<file path="src/rtl/host_cmd_pkg.sv">
// Shared types and frame constants for the host command generator.
// Frame layout helpers keep the byte mux and length decode in one place.
package host_cmd_pkg;

    typedef enum logic [1:0] {
        CMD_WR      = 2'd0,
        CMD_RD      = 2'd1,
        CMD_ALU_OP  = 2'd2,
        CMD_ALU_NOP = 2'd3
    } cmd_type_e;

    typedef enum logic [2:0] {
        ST_IDLE     = 3'd0,
        ST_SEND     = 3'd1,
        ST_GAP      = 3'd2,
        ST_WAIT_RSP = 3'd3
    } state_e;

    localparam logic [7:0] HDR_WR      = 8'hAA;
    localparam logic [7:0] HDR_RD      = 8'hBB;
    localparam logic [7:0] HDR_ALU_OP  = 8'hCC;
    localparam logic [7:0] HDR_ALU_NOP = 8'hDD;

    function automatic logic [2:0] frame_len(input cmd_type_e t);
        logic [2:0] len;
        case (t)
            CMD_WR:     len = 3'd3;
            CMD_RD:     len = 3'd2;
            CMD_ALU_OP: len = 3'd4;
            default:    len = 3'd2;
        endcase
        return len;
    endfunction

    function automatic logic [7:0] frame_byte(
        input cmd_type_e  t,
        input logic [3:0] addr,
        input logic [7:0] data,
        input logic [7:0] opa,
        input logic [7:0] opb,
        input logic [3:0] fun,
        input logic [2:0] idx
    );
        logic [7:0] b;
        b = '0;
        case (t)
            CMD_WR: begin
                case (idx)
                    3'd0:    b = HDR_WR;
                    3'd1:    b = {4'b0, addr};
                    3'd2:    b = data;
                    default: b = '0;
                endcase
            end
            CMD_RD: begin
                case (idx)
                    3'd0:    b = HDR_RD;
                    3'd1:    b = {4'b0, addr};
                    default: b = '0;
                endcase
            end
            CMD_ALU_OP: begin
                case (idx)
                    3'd0:    b = HDR_ALU_OP;
                    3'd1:    b = opa;
                    3'd2:    b = opb;
                    3'd3:    b = {4'b0, fun};
                    default: b = '0;
                endcase
            end
            default: begin
                case (idx)
                    3'd0:    b = HDR_ALU_NOP;
                    3'd1:    b = {4'b0, fun};
                    default: b = '0;
                endcase
            end
        endcase
        return b;
    endfunction

endpackage

</file>
<file path="src/rtl/host_cmd_gen.sv">
// Host command framer: serialises RF/ALU commands into UART bytes and
// waits (with timeout) for the single-byte response.
module host_cmd_gen
    import host_cmd_pkg::*;
#(
    parameter int unsigned TIMEOUT_CYCLES = 1024
) (
    input  logic       CLK,
    input  logic       RST,
    input  logic       CMD_VALID,
    input  logic [1:0] CMD_TYPE,
    input  logic [3:0] CMD_ADDR,
    input  logic [7:0] CMD_DATA,
    input  logic [7:0] CMD_OPA,
    input  logic [7:0] CMD_OPB,
    input  logic [3:0] CMD_FUN,
    output logic       CMD_READY,
    output logic [7:0] TX_P_DATA,
    output logic       TX_D_VLD,
    input  logic       TX_BUSY,
    input  logic [7:0] RX_P_DATA,
    input  logic       RX_D_VLD,
    output logic [7:0] RSP_DATA,
    output logic       RSP_VALID,
    output logic       RSP_TIMEOUT,
    output logic       CMD_DONE
);

    localparam logic [15:0] TMO_LAST = 16'(TIMEOUT_CYCLES - 1);

    state_e     state_q, state_n;
    logic [2:0] idx_q, idx_n;
    logic [15:0] cnt_q, cnt_n;
    cmd_type_e  type_q, type_n;
    logic [3:0] addr_q, addr_n;
    logic [7:0] data_q, data_n;
    logic [7:0] opa_q, opa_n;
    logic [7:0] opb_q, opb_n;
    logic [3:0] fun_q, fun_n;

    logic       ready_n, tx_vld_n, rsp_vld_n, tmo_n, done_n;
    logic [7:0] tx_data_n, rsp_data_n;

    always_comb begin
        state_n    = state_q;
        idx_n      = idx_q;
        cnt_n      = cnt_q;
        type_n     = type_q;
        addr_n     = addr_q;
        data_n     = data_q;
        opa_n      = opa_q;
        opb_n      = opb_q;
        fun_n      = fun_q;
        rsp_data_n = RSP_DATA;
        rsp_vld_n  = 1'b0;
        tmo_n      = 1'b0;
        done_n     = 1'b0;

        case (state_q)
            ST_IDLE: begin
                if (CMD_VALID && CMD_READY) begin
                    type_n  = cmd_type_e'(CMD_TYPE);
                    addr_n  = CMD_ADDR;
                    data_n  = CMD_DATA;
                    opa_n   = CMD_OPA;
                    opb_n   = CMD_OPB;
                    fun_n   = CMD_FUN;
                    idx_n   = '0;
                    state_n = ST_SEND;
                end
            end
            ST_SEND: begin
                if (TX_D_VLD && !TX_BUSY) begin
                    idx_n   = idx_q + 3'd1;
                    state_n = ST_GAP;
                    // Write completion pulse is registered here so it shows
                    // during the closing GAP cycle, not after it.
                    if (type_q == CMD_WR && idx_n == frame_len(type_q))
                        done_n = 1'b1;
                end
            end
            ST_GAP: begin
                if (idx_q < frame_len(type_q)) begin
                    state_n = ST_SEND;
                end else if (type_q == CMD_WR) begin
                    state_n = ST_IDLE;
                end else begin
                    cnt_n   = '0;
                    state_n = ST_WAIT_RSP;
                end
            end
            ST_WAIT_RSP: begin
                if (RX_D_VLD) begin
                    rsp_data_n = RX_P_DATA;
                    rsp_vld_n  = 1'b1;
                    done_n     = 1'b1;
                    state_n    = ST_IDLE;
                end else if (cnt_q == TMO_LAST) begin
                    tmo_n   = 1'b1;
                    done_n  = 1'b1;
                    state_n = ST_IDLE;
                end else begin
                    cnt_n = cnt_q + 16'd1;
                end
            end
            default: begin
                state_n = ST_IDLE;
            end
        endcase

        ready_n   = (state_n == ST_IDLE);
        tx_vld_n  = (state_n == ST_SEND);
        tx_data_n = tx_vld_n ? frame_byte(type_n, addr_n, data_n, opa_n, opb_n, fun_n, idx_n)
                             : '0;
    end

    always_ff @(posedge CLK or negedge RST) begin
        if (!RST) begin
            state_q     <= ST_IDLE;
            idx_q       <= '0;
            cnt_q       <= '0;
            type_q      <= CMD_WR;
            addr_q      <= '0;
            data_q      <= '0;
            opa_q       <= '0;
            opb_q       <= '0;
            fun_q       <= '0;
            CMD_READY   <= 1'b1;
            TX_D_VLD    <= 1'b0;
            TX_P_DATA   <= '0;
            RSP_DATA    <= '0;
            RSP_VALID   <= 1'b0;
            RSP_TIMEOUT <= 1'b0;
            CMD_DONE    <= 1'b0;
        end else begin
            state_q     <= state_n;
            idx_q       <= idx_n;
            cnt_q       <= cnt_n;
            type_q      <= type_n;
            addr_q      <= addr_n;
            data_q      <= data_n;
            opa_q       <= opa_n;
            opb_q       <= opb_n;
            fun_q       <= fun_n;
            CMD_READY   <= ready_n;
            TX_D_VLD    <= tx_vld_n;
            TX_P_DATA   <= tx_data_n;
            RSP_DATA    <= rsp_data_n;
            RSP_VALID   <= rsp_vld_n;
            RSP_TIMEOUT <= tmo_n;
            CMD_DONE    <= done_n;
        end
    end

endmodule

</file>
<file path="config.mk">
export PLATFORM = sky130hd
export DESIGN_NAME = host_cmd_gen
export DESIGN_NICKNAME = d
export VERILOG_FILES = /design/src/rtl/host_cmd_pkg.sv /design/src/rtl/host_cmd_gen.sv
export SDC_FILE = /design/constraint.sdc
export NUM_CORES = 1
export LEC_CHECK = 0
export CAP_MARGIN = 25
export CORE_UTILIZATION = 47
export CTS_CLUSTER_DIAMETER = 150
export DETAILED_ROUTE_END_ITERATION = 16
export GPL_TIMING_DRIVEN = 0
export PLACE_DENSITY = 0.72
export SLEW_MARGIN = 20
export SYNTH_ARGS = -nofsm -noshare
export SYNTH_HDL_FRONTEND = slang
export SYNTH_SLANG_ARGS = --single-unit
</file>
<file path="constraint.sdc">
create_clock -name CLK -period 2.2 [get_ports CLK]
set_input_delay 0.44 -clock CLK [delete_from_list [all_inputs] [get_ports CLK]]
set_output_delay 0.44 -clock CLK [all_outputs]
set_load 0.1 [all_outputs]
</file>
Yosys cells after proc, flatten, opt, wreduce, memory -nomap -nowiden
Cells that the tools add are included.

$add $sub $neg: 2. Order comparisons: 1. Eq/ne operators: 16. Muxes and demuxes: 46. Reduce and logical (&&, ||, !) cells: 12.

Operators with widths (number): 16-bit two-way mux (4); 8-bit two-way mux (7); 8-bit one-hot mux with 3 select lines (2); 16-bit one-hot mux with 2 select lines (1); 8-bit one-hot mux with 2 select lines (2); 8-bit one-hot mux with 4 select lines (1); 3-bit two-way mux (9); 16-bit by 1-bit adder with 16-bit output, second input constant (1); 16-bit by 10-bit == test with 1-bit output, second input constant (1); 4-bit two-way mux (4); 3-bit by 2-bit == test with 1-bit output, second input constant (4); 3-bit one-hot mux with 2 select lines (2); 3-bit one-hot mux with 4 select lines (1); 3-bit by 1-bit == test with 1-bit output, second input constant (3); 3-bit logical NOT (3); 1-bit two-way mux (8); 2-bit two-way mux (4); 2-bit != test, second input constant (4); 5-bit AND reduction (1); 2-bit == test, second input constant (2); 2-bit logical NOT (2); 3-bit by 1-bit adder with 3-bit output, second input constant (1); 3-bit == test (1); 1-bit logical AND (3); 6 further kinds (6).

Register bits: 77. Bits of input ports: 47. Output and inout port bits: 21. Word-level logic and storage cells: 93.

Longest topological paths before layout
Word-level depth: 9. Mapped depth: 11. Gate-level depth less buffers: 10.

Worst setup path before layout
No wires, ideal clock.

Kind: reg2reg. Start: register CMD_READY. End: register TX_P_DATA[3]. Library setup time: 0.140 ns. Arrival time: 2.637 ns. Data required time: 2.060 ns. Path slack: -0.577 ns. Cell stages (with the launch flop): 10. Path buffers: 1. Period minus slack after synthesis: 2.777 ns. Path through: dfstp_2 -> a21oi_1 -> or3_4 -> a22oi_4 -> inv_2 -> and4_1 -> buf_2 -> and2_0 -> a2111oi_0 -> a211oi_1.

Longest elaborated chain between the ends: 7. Elaborated cells between the ends (all ways): 31. Those cells by class: eq/ne: 6; mux: 22; reduce/logical: 3.

RTL lines: start: declaration (RTL line host_cmd_gen.sv:17) `output logic CMD_READY,`; start signal: assignment (RTL line host_cmd_gen.sv:145) `CMD_READY <= ready_n;`; 1-bit logical AND (*) (RTL line host_cmd_gen.sv:61) `if (CMD_VALID && CMD_READY) begin`; 3-bit two-way mux (*) (RTL line host_cmd_gen.sv:61); 3-bit one-hot mux with 2 select lines (*) (RTL line host_cmd_gen.sv:59) `case (state_q)`; named net idx_n[1] (RTL line host_cmd_gen.sv:32) `logic [2:0] idx_q, idx_n;`; 3-bit by 2-bit == test with 1-bit output, or another cell as far along (RTL line host_cmd_pkg.sv:63) `case (idx)`; 8-bit one-hot mux with 4 select lines, or another cell as far along (RTL line host_cmd_pkg.sv:63); 8-bit one-hot mux with 3 select lines (*) (RTL line host_cmd_pkg.sv:46) `case (t)`; 8-bit two-way mux (*) (RTL line host_cmd_gen.sv:113) `tx_data_n = tx_vld_n ? frame_byte(type_n, addr_n, data_n, opa_n, opb_n, fun_n, idx_n)`; named net tx_data_n[3] (RTL line host_cmd_gen.sv:42) `logic [7:0] tx_data_n, rsp_data_n;`; end signal: assignment (RTL line host_cmd_gen.sv:147) `TX_P_DATA <= tx_data_n;`; end: declaration (RTL line host_cmd_gen.sv:18) `output logic [7:0] TX_P_DATA,`.

The timed path passes the listed nets; every way through them passes the cells marked *. A chain may end at the register's enable or synchronous reset.

Worst setup path in the final report
Start: register type_q[0]. End: register TX_P_DATA[7].

Longest elaborated chain between the ends: 8. Elaborated cells between the ends (all ways): 16. Those cells by class: order compare: 1; eq/ne: 4; mux: 9; reduce/logical: 2.

RTL lines: start: declaration (RTL line host_cmd_gen.sv:34) `cmd_type_e type_q, type_n;`; start signal: assignment (RTL line host_cmd_gen.sv:139) `type_q <= type_n;`; 2-bit == test / 2-bit logical NOT (equally long branches) (RTL line host_cmd_pkg.sv:26, host_cmd_gen.sv:85); 3-bit one-hot mux with 2 select lines (RTL line host_cmd_pkg.sv:26) `case (t)`; 3-bit two-way mux (RTL line host_cmd_gen.sv:59); 3-bit less-than comparator (RTL line host_cmd_gen.sv:83) `if (idx_q < frame_len(type_q)) begin`; 2-bit two-way mux (*) (RTL line host_cmd_gen.sv:83); 3-bit one-hot mux with 4 select lines (*) (RTL line host_cmd_gen.sv:59); 3-bit by 1-bit == test with 1-bit output (*) (RTL line host_cmd_gen.sv:112) `tx_vld_n = (state_n == ST_SEND);`; named net tx_vld_n (RTL line host_cmd_gen.sv:41) `logic ready_n, tx_vld_n, rsp_vld_n, tmo_n, done_n;`; 8-bit two-way mux (*) (RTL line host_cmd_gen.sv:113); named net tx_data_n[7] (RTL line host_cmd_gen.sv:42).

The timed path passes the listed nets; every way through them passes the cells marked *. The select of a mux whose other input is x is not followed.

==> out/metrics.csv <==
metric;value;unit
clk_latency;0.35;ns
fin_skew;0.0114;ns
r2r-end;TX_P_DATA[7]$_DFF_PN0_;
max_stage_delay;0.40;ns
outcome;complete, but fails checks;
p_int;3.17;mW
die_w;91.3;um
power;4.95;mW
area_growth;40.9;%
wl_met1;3.81;mm
timing.rr.start;type_q[0]$_DFF_PN0_;
critPathTopFamily;compound AO/OA/AOI/OAI gates;
numCtsBuffers;9;
core;7730;um2
path_cells;nand2b_4 > inv_4 > ha_4 > nor2b_4 > o21a_1 > o211a_1 > o31a_1 > nor4_4 > buf_4 > o21ai_4 > buf_6 > a21oi_2;
rsz0062_at_grt;true;
violations;setup timing;
grt_max_degree;58;
drcViolationCount;0;
min_to;data_q[5]$_DFF_PN0_;
final.fill_count;553;
fin_crit_sh;114;%
tns;-2.34;ns
end_kind;flop;
yosysTopAreaCell;dfrtp_1;
yosys.cell_types.count;69;
cts_buffer_depth;2;
clk_pin_slew;0.08;ns
min-delay-start;data_q[5]$_DFF_PN0_;
synthFlopType;dfrtp_1;
ys_seq_area_share;51.4;%
grt-ovfl-total;0;
gp_congestion;0.791;
place_inst;498;
clkSinkCount;77;
die_y;91.3;um
grt_pass1_wl;14.8;mm
diodes;0;
first_global_vias;2974;
synth_seq_cells;77;
pin_count;68;
fin_area;5290;um2
min_period;2.50;ns
root_buffer;clkbuf_8;
port_buffers;67;
syn_area_per_cell;11.4;um2
slew_violations;0;
dr.first_iter.drc_count;118;
swShare;36.0;%
worst_slack;-0.299;ns
htreeDepth;3;
reg2regPathDepth;12;
finalNonFillerCells;543;
vias_per_cell;5.43;
hold_viol_final;0;
route.met3.wl;392;um
yosysMostFrequentCell;dfrtp_1;
worstPathArrival;2.77;ns
cp-start-kind;flop;
vdd_drop_max;0.000563;V
yosysTopAreaCellShare;50.7;%
r2r_setup_slack;-0.30;ns
synth_edf_count;0;
p_leak;2.42;nW
p_clk_share;24.1;%
initial_core_util;48.5;%
via_count;2946;
synthTopCellsByArea;dfrtp_1 51%, mux2_2 12%, nor2_1 2.5%, nand2_1 2.2%, o21ai_0 2.0%;
dp_hpwl;5.82;mm
synth_fp_nets;380;
place_area;4620;um2
antenna_found_initial;0;
routedWlPerCell;16.4;um
powerDensity;936;nW/um2
met2_wirelength;4.55;mm
critical-path-slowest-cell;dfrtp_1;
die-area;8340;um2
combPwrFrac;39.6;%
dr.max_layer_used;met4;
setup_violations;14;
path_class;reg -> reg;
p_switching;1.78;mW
ys_async_sr_fraction;100;%
crit_required;2.48;ns
path_buf_inv;3;
synth_top_cells_by_count;76 x dfrtp_1, 40 x mux2_2, 25 x nor2_1;
worstPathMaxFanout;5;
cts_tree;built;
min_path_type;reg -> reg;
seqPwrFrac;36.3;%
synth_cells;328;
max_freq;400;MHz
slew_headroom;35.2;%
tightest_slew;0.976;ns
min_path_cells;2;
detail-route-antenna-nets;0;
drive_gt1_share;34.2;%
track_usage;22.7;%
dp_slack;-0.861;ns
maxCapViolations;0;
finalWirelength;8.90;mm
rows;32;
firstDrtPassIters;4;
nets;489;
yosys_warnings;0;
syn_area;3750;um2
-- metrics by stage --
step / hold WS (ns) / utilization [%]
2_1_floorplan: 0.144 / -
3_3_place_gp: 0.468 / 59.5
3_5_place_dp: 0.353 / 59.8
4_1_cts: 0.490 / 66.5
5_1_grt: 0.514 / 68.4
6_report: 0.489 / 68.4
-- power groups by stage --
stage	registers [mW]	clock network, mW	logic (mW)
after floorplan	2.06	0	0.872
after global placement	1.80	0	1.54
after detailed placement	1.81	0	1.57
after CTS	1.79	1.21	1.82
after global routing	1.83	1.28	2.10
final	1.79	1.19	1.96
-- what timing repair did --
item | CTS | global route
gates cloned | 0 | 1
hold buffers | 1 | 0
resized for setup | 60 | 23
pin swaps | 16 | 14
endpoints found under the setup margin | 41 | 24
endpoints found under the hold margin | 19 | 0
buffers inserted | 24 | 7
-- worst max path at each step --
stage	endpoint	slack, ns	cells after the start	start
6_report	TX_P_DATA[7]$_DFF_PN0_	-0.30	12	type_q[0]$_DFF_PN0_
5_1_grt	TX_P_DATA[7]$_DFF_PN0_	-0.40	12	type_q[0]$_DFF_PN0_
4_1_cts	TX_P_DATA[0]$_DFF_PN0_	-0.23	11	type_q[1]$_DFF_PN0_
3_5_place_dp	TX_P_DATA[3]$_DFF_PN0_	-0.86	10	CMD_VALID
3_3_place_gp	TX_D_VLD$_DFF_PN0_	-2.21	1	RST
2_1_floorplan	TX_P_DATA[2]$_DFF_PN0_	-0.37	9	CMD_READY$_DFF_PN1_
-- area by class of cell --
cell class              count  area (um2)  share of cell area, %
flip-flops and latches     77        1940                   36.6
multi-input cells         223        1930                   36.4
repair buffers            100         928                   17.6
clock buffers              10         138                   2.60
well taps                 102         128                   2.41
clock inverters             5        85.1                   1.61
plain buffers              10        82.6                   1.56
inverters                  16        62.6                   1.18
-- registers in the layout, summed over array words and instances, names as in the netlist, 2 cells and up --
register	cells
fun_q	4
addr_q	4
state_q	3
idx_q	3
cnt_q	16
opa_q	8
opb_q	8
RSP_DATA	8
data_q	8
type_q	2
TX_P_DATA	8
-- per-layer routing --
metal  vias up  global-route usage [%]
met2        83                    38.3
met1      1440                    29.1
met5         -                       0
met3        13                    3.69
met4         0                    9.39
li1       1410                       -
-- kinds of logic (layout without fill, tap and decap cells) --
| family | after synthesis | after routing | synth area share [%] |
|---|---|---|---|
| compound gates | 66 | 67 | 13.1 |
| xor+xnor | 11 | 11 | 2.57 |
| fa+ha+maj | 5 | 5 | 1.67 |
| buf+inv | 29 | 141 | 4.00 |
| flops | 77 | 77 | 51.4 |
| mux | 44 | 44 | 13.4 |
| other cells | 1 | 1 | 0.100 |
| simple gates | 95 | 95 | 13.7 |
-- cell usage in the layout (no fill, tap or decap), types with 3 or more instances in the layout --
cell type and n:
buf_6 8, a211oi_2 4, xnor2_1 5, nor2_4 3
buf_4 31, a21oi_1 9, ha_1 3, nand4_1 7
inv_1 13, nand3_1 8, dfrtp_1 73, xor2_1 6
clkbuf_8 10, dlygate4sd2_1 21, nor2_2 3, mux2_2 40
a21oi_2 4, or3_1 4, o21ai_0 12, dfrtp_2 3
clkdlybuf4s50_1 44, nand2_1 22, nor2_1 20, o21ai_1 5
nor3_1 5
-- worst min-delay path: cells and delay by family (launching register included) --
kind                   cells  cell delay [ns]
buffers and inverters      1             0.06
flip-flops                 1             0.32
multiplexers               1             0.08
Power figures use the tool's default switching activity.
